**src/rtl/trainer_pkg.sv**
```systemverilog
// Shared definitions for the trainer sequencer: gate indices, FSM states and
// the reference truth table of each gate.
package trainer_pkg;

  localparam logic [2:0] GATE_AND   = 3'd0;
  localparam logic [2:0] GATE_OR    = 3'd1;
  localparam logic [2:0] GATE_NOT_A = 3'd2;
  localparam logic [2:0] GATE_NAND  = 3'd3;
  localparam logic [2:0] GATE_NOR   = 3'd4;
  localparam logic [2:0] GATE_XOR   = 3'd5;
  localparam logic [2:0] GATE_XNOR  = 3'd6;
  localparam logic [2:0] GATE_RSVD  = 3'd7;

  typedef enum logic [1:0] {
    IDLE = 2'd0,
    RUN  = 2'd1,
    DONE = 2'd2
  } state_t;

  // Bit i is the gate result for {a,b} = i, with a as the MSB.
  function automatic logic [3:0] expected_table(input logic [2:0] gate_sel);
    logic [3:0] t;
    case (gate_sel)
      GATE_AND:   t = 4'b1000;
      GATE_OR:    t = 4'b1110;
      GATE_NOT_A: t = 4'b0011;
      GATE_NAND:  t = 4'b0111;
      GATE_NOR:   t = 4'b0001;
      GATE_XOR:   t = 4'b0110;
      GATE_XNOR:  t = 4'b1001;
      default:    t = 4'b0000;
    endcase
    return t;
  endfunction

endpackage

```
**src/rtl/trainer_sequencer_if.sv**
```systemverilog
// Board/core-side signal bundle of the trainer sequencer.
// Optional TRAINER_CHECK_EN adds the pass/fail_mask self-check outputs.
interface trainer_sequencer_if #(parameter int DWELL_W = 8);

  logic               start;
  logic               repeat_en;
  logic [2:0]         gate_sel;
  logic [DWELL_W-1:0] dwell;
  logic [6:0]         gate_out;
  logic               drive_a;
  logic               drive_b;
  logic               busy;
  logic               done;
  logic [3:0]         truth_table;
`ifdef TRAINER_CHECK_EN
  logic               pass;
  logic [3:0]         fail_mask;

  modport master (
    output start, repeat_en, gate_sel, dwell, gate_out,
    input  drive_a, drive_b, busy, done, truth_table, pass, fail_mask
  );
  modport slave (
    input  start, repeat_en, gate_sel, dwell, gate_out,
    output drive_a, drive_b, busy, done, truth_table, pass, fail_mask
  );
`else
  modport master (
    output start, repeat_en, gate_sel, dwell, gate_out,
    input  drive_a, drive_b, busy, done, truth_table
  );
  modport slave (
    input  start, repeat_en, gate_sel, dwell, gate_out,
    output drive_a, drive_b, busy, done, truth_table
  );
`endif

endinterface

```
**src/rtl/trainer_dwell_counter.sv**
```systemverilog
// Dwell counter: counts up from 0 and flags the last cycle of a combination
// (cnt == limit-1), then wraps to 0.
module trainer_dwell_counter #(
  parameter int DWELL_W = 8
) (
  input  logic               clk,
  input  logic               rst,
  input  logic               load_i,
  input  logic               en_i,
  input  logic [DWELL_W-1:0] limit_i,
  output logic               tc_o
);

  localparam logic [DWELL_W-1:0] ONE = DWELL_W'(1);

  logic [DWELL_W-1:0] cnt_q, cnt_d;

  assign tc_o = en_i && (cnt_q == (limit_i - ONE));

  always_comb begin
    cnt_d = cnt_q;
    if (load_i) begin
      cnt_d = '0;
    end else if (en_i) begin
      cnt_d = tc_o ? '0 : cnt_q + ONE;
    end
  end

  always_ff @(posedge clk) begin
    if (rst) cnt_q <= '0;
    else     cnt_q <= cnt_d;
  end

endmodule

```
**src/rtl/trainer_sequencer.sv**
```systemverilog
// Steps the trainer core through a,b = 00..11 and captures one gate's truth
// table. Optional TRAINER_CHECK_EN adds pass/fail_mask against the reference.
//
//   state | meaning
//   IDLE  | waiting for start, truth_table holds last result
//   RUN   | driving combination idx for dwell_eff cycles each
//   DONE  | one-cycle done pulse, then RUN (repeat_en) or IDLE
module trainer_sequencer
  import trainer_pkg::*;
#(
  parameter int DWELL_W = 8
) (
  input logic               clk,
  input logic               rst,
  trainer_sequencer_if.slave bus
);

  state_t             state_q, state_d;
  logic [1:0]         idx_q, idx_d;
  logic [2:0]         sel_q, sel_d;
  logic [DWELL_W-1:0] dwell_q, dwell_d;
  logic [3:0]         tt_q, tt_d;
  logic [1:0]         drive_q, drive_d;
  logic               enter_run;
  logic               tc;
  logic [7:0]         gate_vec;

  // Reserved select lands on the padded zero bit.
  assign gate_vec = {1'b0, bus.gate_out};

  trainer_dwell_counter #(.DWELL_W(DWELL_W)) u_dwell (
    .clk     (clk),
    .rst     (rst),
    .load_i  (enter_run),
    .en_i    (state_q == RUN),
    .limit_i (dwell_q),
    .tc_o    (tc)
  );

  always_comb begin
    state_d   = state_q;
    idx_d     = idx_q;
    sel_d     = sel_q;
    dwell_d   = dwell_q;
    tt_d      = tt_q;
    enter_run = 1'b0;
    case (state_q)
      IDLE: begin
        if (bus.start) begin
          enter_run = 1'b1;
          state_d   = RUN;
        end
      end
      RUN: begin
        if (tc) begin
          tt_d[idx_q] = gate_vec[sel_q];
          if (idx_q == 2'd3) state_d = DONE;
          else               idx_d   = idx_q + 2'd1;
        end
      end
      DONE: begin
        if (bus.repeat_en) begin
          enter_run = 1'b1;
          state_d   = RUN;
        end else begin
          state_d = IDLE;
        end
      end
      default: state_d = IDLE;
    endcase
    if (enter_run) begin
      sel_d   = bus.gate_sel;
      dwell_d = (bus.dwell == '0) ? DWELL_W'(1) : bus.dwell;
      idx_d   = 2'd0;
    end
    drive_d = (state_d == RUN) ? idx_d : 2'b00;
  end

  always_ff @(posedge clk) begin
    if (rst) begin
      state_q <= IDLE;
      idx_q   <= 2'd0;
      sel_q   <= 3'd0;
      dwell_q <= '0;
      tt_q    <= 4'b0000;
      drive_q <= 2'b00;
    end else begin
      state_q <= state_d;
      idx_q   <= idx_d;
      sel_q   <= sel_d;
      dwell_q <= dwell_d;
      tt_q    <= tt_d;
      drive_q <= drive_d;
    end
  end

  assign bus.drive_a     = drive_q[1];
  assign bus.drive_b     = drive_q[0];
  assign bus.busy        = (state_q == RUN);
  assign bus.done        = (state_q == DONE);
  assign bus.truth_table = tt_q;

`ifdef TRAINER_CHECK_EN
  logic       pass_q;
  logic [3:0] mask_q, mask_d;

  assign mask_d = tt_d ^ expected_table(sel_q);

  // Captured on the edge into DONE so the verdict is coincident with done.
  always_ff @(posedge clk) begin
    if (rst) begin
      pass_q <= 1'b0;
      mask_q <= 4'b0000;
    end else if (state_q == RUN && state_d == DONE) begin
      pass_q <= (mask_d == 4'b0000);
      mask_q <= mask_d;
    end
  end

  assign bus.pass      = pass_q;
  assign bus.fail_mask = mask_q;
`endif

endmodule

```
**src/flat_wrapper.sv**
```systemverilog
// flat-port wrapper written by rule: the top's interface ports become plain ports
module trainer_sequencer_flat import trainer_pkg::*;
#(
  parameter int DWELL_W = 8
)
  (clk, rst, bus_start, bus_repeat_en, bus_gate_sel, bus_dwell, bus_gate_out, bus_drive_a, bus_drive_b, bus_busy, bus_done, bus_truth_table);
  trainer_sequencer_if #(.DWELL_W(DWELL_W)) bus_i ();
  input logic clk;
  input logic rst;
  input wire logic [$bits(bus_i.start)-1:0] bus_start;
  input wire logic [$bits(bus_i.repeat_en)-1:0] bus_repeat_en;
  input wire logic [$bits(bus_i.gate_sel)-1:0] bus_gate_sel;
  input wire logic [$bits(bus_i.dwell)-1:0] bus_dwell;
  input wire logic [$bits(bus_i.gate_out)-1:0] bus_gate_out;
  output wire logic [$bits(bus_i.drive_a)-1:0] bus_drive_a;
  output wire logic [$bits(bus_i.drive_b)-1:0] bus_drive_b;
  output wire logic [$bits(bus_i.busy)-1:0] bus_busy;
  output wire logic [$bits(bus_i.done)-1:0] bus_done;
  output wire logic [$bits(bus_i.truth_table)-1:0] bus_truth_table;
  assign bus_i.start = bus_start;
  assign bus_i.repeat_en = bus_repeat_en;
  assign bus_i.gate_sel = bus_gate_sel;
  assign bus_i.dwell = bus_dwell;
  assign bus_i.gate_out = bus_gate_out;
  assign bus_drive_a = bus_i.drive_a;
  assign bus_drive_b = bus_i.drive_b;
  assign bus_busy = bus_i.busy;
  assign bus_done = bus_i.done;
  assign bus_truth_table = bus_i.truth_table;
  trainer_sequencer #(.DWELL_W(DWELL_W)) u_core (.clk(clk), .rst(rst), .bus(bus_i));
endmodule
```
**config.mk**
```make
export PLATFORM = sky130hd
export DESIGN_NAME = trainer_sequencer_flat
export DESIGN_NICKNAME = d
export VERILOG_FILES = /design/src/rtl/trainer_pkg.sv /design/src/rtl/trainer_sequencer_if.sv /design/src/rtl/trainer_dwell_counter.sv /design/src/rtl/trainer_sequencer.sv /design/src/flat_wrapper.sv
export SDC_FILE = /design/constraint.sdc
export NUM_CORES = 1
export LEC_CHECK = 0
export ABC_AREA = 1
export CAP_MARGIN = 20
export CORE_MARGIN = 3
export CORE_UTILIZATION = 51
export DETAILED_ROUTE_END_ITERATION = 6
export GPL_TIMING_DRIVEN = 0
export PLACE_DENSITY = 0.79
export RECOVER_POWER = 50
export SYNTH_ARGS = -nofsm -noshare
export SYNTH_HDL_FRONTEND = slang
export SYNTH_SLANG_ARGS = --single-unit
```
**constraint.sdc**
```tcl
create_clock -name clk -period 2.34 [get_ports clk]
set_input_delay 0.585 -clock clk [delete_from_list [all_inputs] [get_ports clk]]
set_output_delay 0.585 -clock clk [all_outputs]
set_load 0.01 [all_outputs]
```
Yosys cells after proc, flatten, opt, wreduce, memory -nomap -nowiden
Cells that the tools add are included.

word-level totals
  logic and storage cells = 45
  output and inout port bits = 8
  flip-flop bits (word level) = 29

operators by class
  equality and inequality tests = 5
  mux-type cells = 19
  bitwise operators = 1
  reduce and logical (&&, ||, !) cells = 7
  order comparisons = 3
  $add $sub $neg = 3

operators with widths
  cell                   number
  $mux W8                2
  $mux W2                7
  $add A8 B1 Y8 const B  1
  $eq A8 B8 Y1           1
  $logic_not A8 Y1       1
  $sub A8 B1 Y8 const B  1
  $pmux W2 S3            1
  $mux W1                5
  $bwmux W4              1
  $eq A2 B1 Y1 const B   2
  $eq A2 B2 Y1 const B   2
  $lt A3 B4 Y1 const B   1
  $reduce_or A2 Y1       2
  $bmux W1 S3            1
  $lt A2 B3 Y1 const B   1
  $add A2 B1 Y2 const B  1
  $demux W1 S2           1
  $ge A2 B1 Y1 const B   1
  $logic_and A1 B1 Y1    2
  $logic_not A2 Y1       1
  $pmux W1 S2            1
  $reduce_and A2 Y1      1
  $not A1 Y1             1

Longest topological paths before layout
  depth after elaboration = 8
  depth in mapped cells = 14

Cells and area by module
From an unflattened synthesis, not the netlist that was laid out.

unflattened totals
  cells, all modules = 240
  area, all modules = 1675.4 um2

modules (own cells, without submodules)
  module                 times used  area each (um2)  sequential area each (um2)  cells each
  trainer_sequencer      1           1007.2           420.4                       128
  trainer_dwell_counter  1           668.1            160.2                       112

Worst setup path after synthesis
Ideal clock, no wire load.

  path type = register to register
  start = register u_core.dwell_q[0]
  end = register u_core.drive_q[0]
  setup time = 0.065 ns
  setup slack = 0.690 ns
  clock period less this slack = 1.650 ns
  stages on the path, launching flop included = 13
  arrival time = 1.585 ns
  cells stage by stage = dfxtp_1 > inv_2 > ha_1 > or2_2 > nand3_1 > nor2_1 > nand3_2 > nor2_4 > nand4_1 > nand2_1 > nand2_1 > nand2_1 > nor2_1

on the way
  word-level cells in the longest chain between the ends = 8
  elaborated cells between the ends (all ways) = 11
  those cells by class = add/sub (1); eq/ne (2); mux (5); bitwise (1); reduce/logical (2)

RTL lines
  item                               RTL line                     source
  from (decl)                        trainer_sequencer.sv:21      logic [DWELL_W-1:0] dwell_q, dwell_d;
  from (signal assigned)             trainer_sequencer.sv:91      dwell_q <= dwell_d;
  $sub A8 B1 Y8 *                    trainer_dwell_counter.sv:18  assign tc_o = en_i && (cnt_q == (limit_i - ONE));
  $eq A8 B8 Y1 *                     trainer_dwell_counter.sv:18
  $logic_and A1 B1 Y1 *              trainer_dwell_counter.sv:18
  $mux W2                            trainer_sequencer.sv:55      if (tc) begin
  $pmux W2 S3                        trainer_sequencer.sv:47      case (state_q)
  $eq A2 B1 Y1                       trainer_sequencer.sv:76      drive_d = (state_d == RUN) ? idx_d : 2'b00;
  $not A1 Y1 (no source line)        -
  $reduce_or A2 Y1 (no source line)  -
  to (signal assigned)               trainer_sequencer.sv:93      drive_q <= drive_d;
  to (decl)                          trainer_sequencer.sv:23      logic [1:0] drive_q, drive_d;

Every way passes the cells marked *; elsewhere a longest branch is shown, timed or not.
A chain may end at the register's enable or synchronous reset.

Worst setup path after layout
  start = register u_core.state_q[1]
  end = output bus_done

on the way
  word-level cells in the longest chain between the ends = 1

RTL lines
  item                    RTL line                  source
  from (decl)             trainer_sequencer.sv:18   state_t state_q, state_d;
  from (signal assigned)  trainer_sequencer.sv:88   state_q <= state_d;
  $eq A2 B2 Y1            trainer_sequencer.sv:100  assign bus.done = (state_q == DONE);
  to (decl)               flat_wrapper.sv:18        output wire logic [$bits(bus_i.done)-1:0] bus_done;

No other way between the ends.

==> flow_summary_export.csv <==
group,metric,value,unit
die,core_area,0.00285,mm2
worst_setup_path,crit_start,"u_core.state_q[1]",
final_layout,fill_cells,259,
synthesis,ys_seq_area_share,36.8,%
placed_design,dp_cells,297,
synthesis,synth_nets,261,
die,fp.dieArea,0.00380,mm2
global_route,groute.usage.overall,21.9,%
sta,slew_headroom,70.2,%
detailed_routing,wire_per_inst,11.3,um
pwr,p_seq_share,47.7,%
synthesis,synth-simple-area-share,41.1,%
clock_tree,clk_pin_slew,0.09,ns
global_route,grt_max_degree,11,
die,start_util,55.4,%
worst_setup_path,startpoint_type,"register",
global_route,gr-total-overflow,0,
synthesis,synthAdderAreaFrac,1.58,%
pwr,power.leakage,0.860,nW
pwr,swShare,29.8,%
clock_tree,clock_latency,0.35,ns
clock_tree,cts_sinks,29,
final_layout,final_nets,297,
worst_setup_path,cp_max_fo,3,
final_layout,fin_util,69.3,%
hold_path,holdCritStartpoint,"u_core.bus.truth_table[3]",
global_route,grt_pass1_vias,1436,
synthesis,ys_types,30,
worst_setup_path,critPathKind,"register to output pin",
worst_setup_path,required,1.75,ns
placed_design,place_hpwl,2730,um
final_layout,layout.cells.most_common,"nand2_1",
detailed_routing,drc,0,
placed_design,placed_cell_area,0.00191,mm2
worst_setup_path,slowest_delay,0.56,ns
synthesis,syn_area,0.00158,mm2
synthesis,synth-xor-area-share,3.33,%
final_layout,antennaDiodeCount,0,
worst_setup_path,r2r.worst_path.cells,13,
clock_tree,postCtsSetupRepairBufs,0,
die,die_w,61.6,um
detailed_routing,num_vias,1552,
final_layout,layout_common_cells,"nand2_1, nor2_1, dfxtp_1",
placed_design,portBuffers,29,
worst_setup_path,cp.depth,3,
pwr,p_per_area,558,mW/mm2
global_route,grt_antenna_before_repair,0,
final_layout,drive_gt1_share,10.6,%
pwr,p_comb_share,19.5,%
detailed_routing,postRouteAntennaNets,0,
worst_setup_path,crit_family,"buffers and inverters",
sta,period_minus_slack,2.16,ns
sta,rsz0062_at_grt,"false",
global_route,grt_pass1_wl,5950,um
clock_tree,cts_resized,0,
synthesis,synth.largest_area_cell,"dfxtp_1",
synthesis,synth_compound_area_share,8.80,%
final_layout,instances_no_fill,305,
detailed_routing,first_pass_iters,4,
worst_setup_path,critPathSlowestCell,"clkdlybuf4s50_1",
clock_tree,cts_max_path_buffers,2,
sta,post-route-period-util,92.2,%
synthesis,yosysWarnings,0,
synthesis,syn_area_per_cell,6.66,um2
sta,drv_slew,0,
sta,fin_worst_skew,0.0126,ns
synthesis,synth-seq-cells,29,
final_layout,fin_area,0.00198,mm2
synthesis,synthMuxAreaShare,0,%
pwr,ir_worst_vdd,0.423,mV
pwr,switchingPower,0.329,mW
synthesis,yosysTopAreaCellShare,36.8,%
die,rows,19,
detailed_routing,wirelength,3450,um
detailed_routing,via_per_inst,5.09,
die,io_pins,30,
clock_tree,cts_root_buf,"clkbuf_4",
clock_tree,cts_tree,"done",
detailed_routing,drt_iter0_drc,76,
die,die_height,61.6,um
placed_design,gp_congestion,0.835,
worst_setup_path,cp.arrival,1.57,ns
hold_path,hold_class,"register to register",
sta,setup_violations,0,
sta,fin_setup_tns,0,ns
pwr,power.internal,0.773,mW
sta,clock.fmax,0.464,GHz
synthesis,synth_top_family_by_area,"simple AND/OR/NAND/NOR gates",
run,maxCapViolations,0,
worst_setup_path,end_kind,"output pin",
pwr,p_total,1.10,mW
clock_tree,cts_made_buffers,5,
clock_tree,htreeDepth,2,
worst_setup_path,reg2reg_from,"u_core.dwell_q[0]",
worst_setup_path,path_cells,"inv_1 > nor2_1 > clkdlybuf4s50_1",
sta,tightest_slew,0.444,ns
worst_setup_path,crit_buf_inv,2,
clock_tree,cts.hold.buffers_added,0,
pwr,clkPwrFrac,32.8,%
final_layout,syn_to_final_growth,25.1,%
status,status,"complete, no violations",
hold_path,holdPathStages,2,
sta,hold_viol,0,
synthesis,syn_inst,237,
synthesis,synth.top_cells.by_area,"dfxtp_1, nand2_1, nor2_1, nand3_1, inv_1",
-- tightest hold or removal path: cells and delay by family (launching register included) --
kind / cells / cell delay [ns]
compound gates: 1 / 0.07
flops: 1 / 0.33
simple gates: 1 / 0.07
-- registers in the layout, indices dropped and copies added, names as in the netlist --
register                count
u_core.bus.truth_table      4
u_core.drive_q              2
u_core.dwell_q              8
u_core.idx_q                2
u_core.sel_q                3
u_core.state_q              2
u_core.u_dwell.cnt_q        8
-- Yosys cell counts --
cell / count
xor2_1: 5
nand2_1: 50
ha_1: 2
o21ai_1: 4
a21oi_2: 1
nor4_1: 1
a31oi_1: 1
nand3_1: 26
clkbuf_1: 1
clkinv_1: 1
nor2_8: 1
nand3_2: 2
a41oi_1: 1
xnor2_1: 1
inv_1: 27
nor2_1: 40
o22ai_1: 4
nor2_2: 6
a21oi_1: 2
nor3_1: 2
nor2_4: 1
nor3b_2: 1
inv_2: 5
nand4_1: 4
or2_2: 1
nand3b_1: 1
nand2_2: 4
buf_2: 1
o21ai_0: 12
dfxtp_1: 29
-- power groups by stage --
stage | sequential, mW | clock, mW | combinational [mW]
2_1_floorplan | 0.533 | 0 | 0.145
3_3_place_gp | 0.537 | 0 | 0.212
3_5_place_dp | 0.537 | 0 | 0.215
4_1_cts | 0.526 | 0.364 | 0.217
5_1_grt | 0.528 | 0.392 | 0.246
6_report | 0.526 | 0.361 | 0.215
-- worst paths after layout --
check                              endpoint  slack, ns
setup / recovery                   bus_done       0.18
hold / removal    u_core.bus.truth_table[3]       0.50
setup reg to reg          u_core.drive_q[1]       0.35
hold reg to reg   u_core.bus.truth_table[3]       0.50
-- metal layers --
layer	track usage (%)	routed length [um]	part of all wire, %	up-vias
met1	26.6	1640	48	685
met4	8.18	37	1.1	0
met2	35.6	1620	47	25
li1	-	-	-	838
met3	7.55	147	4.3	4
met5	0	0	0	-
-- cell families after synthesis --
kind of cell / count (synthesis)
compound gates: 25
xor+xnor: 6
flops: 29
simple gates: 140
buf+inv: 35
fa+ha+maj: 2
-- final cells by class --
cell class	instances	area, um2	area share [%]
multi-input cells	173	863	43.7
flip-flops and latches	29	581	29.4
repair buffers	29	290	14.7
inverters	33	124	6.27
clock buffers	7	65.1	3.29
well taps	31	38.8	1.96
plain buffers	2	8.76	0.443
clock inverters	1	5.00	0.253
-- through the flow --
| step | hold WS [ns] | setup slack (ns) |
|---|---|---|
| floorplan | 0.457 | 0.690 |
| global placement | 0.489 | 0.375 |
| detailed placement | 0.492 | 0.361 |
| CTS | 0.505 | 0.170 |
| global route | 0.547 | 0.0973 |
| finish | 0.501 | 0.183 |
Power figures use the tool's default switching activity.
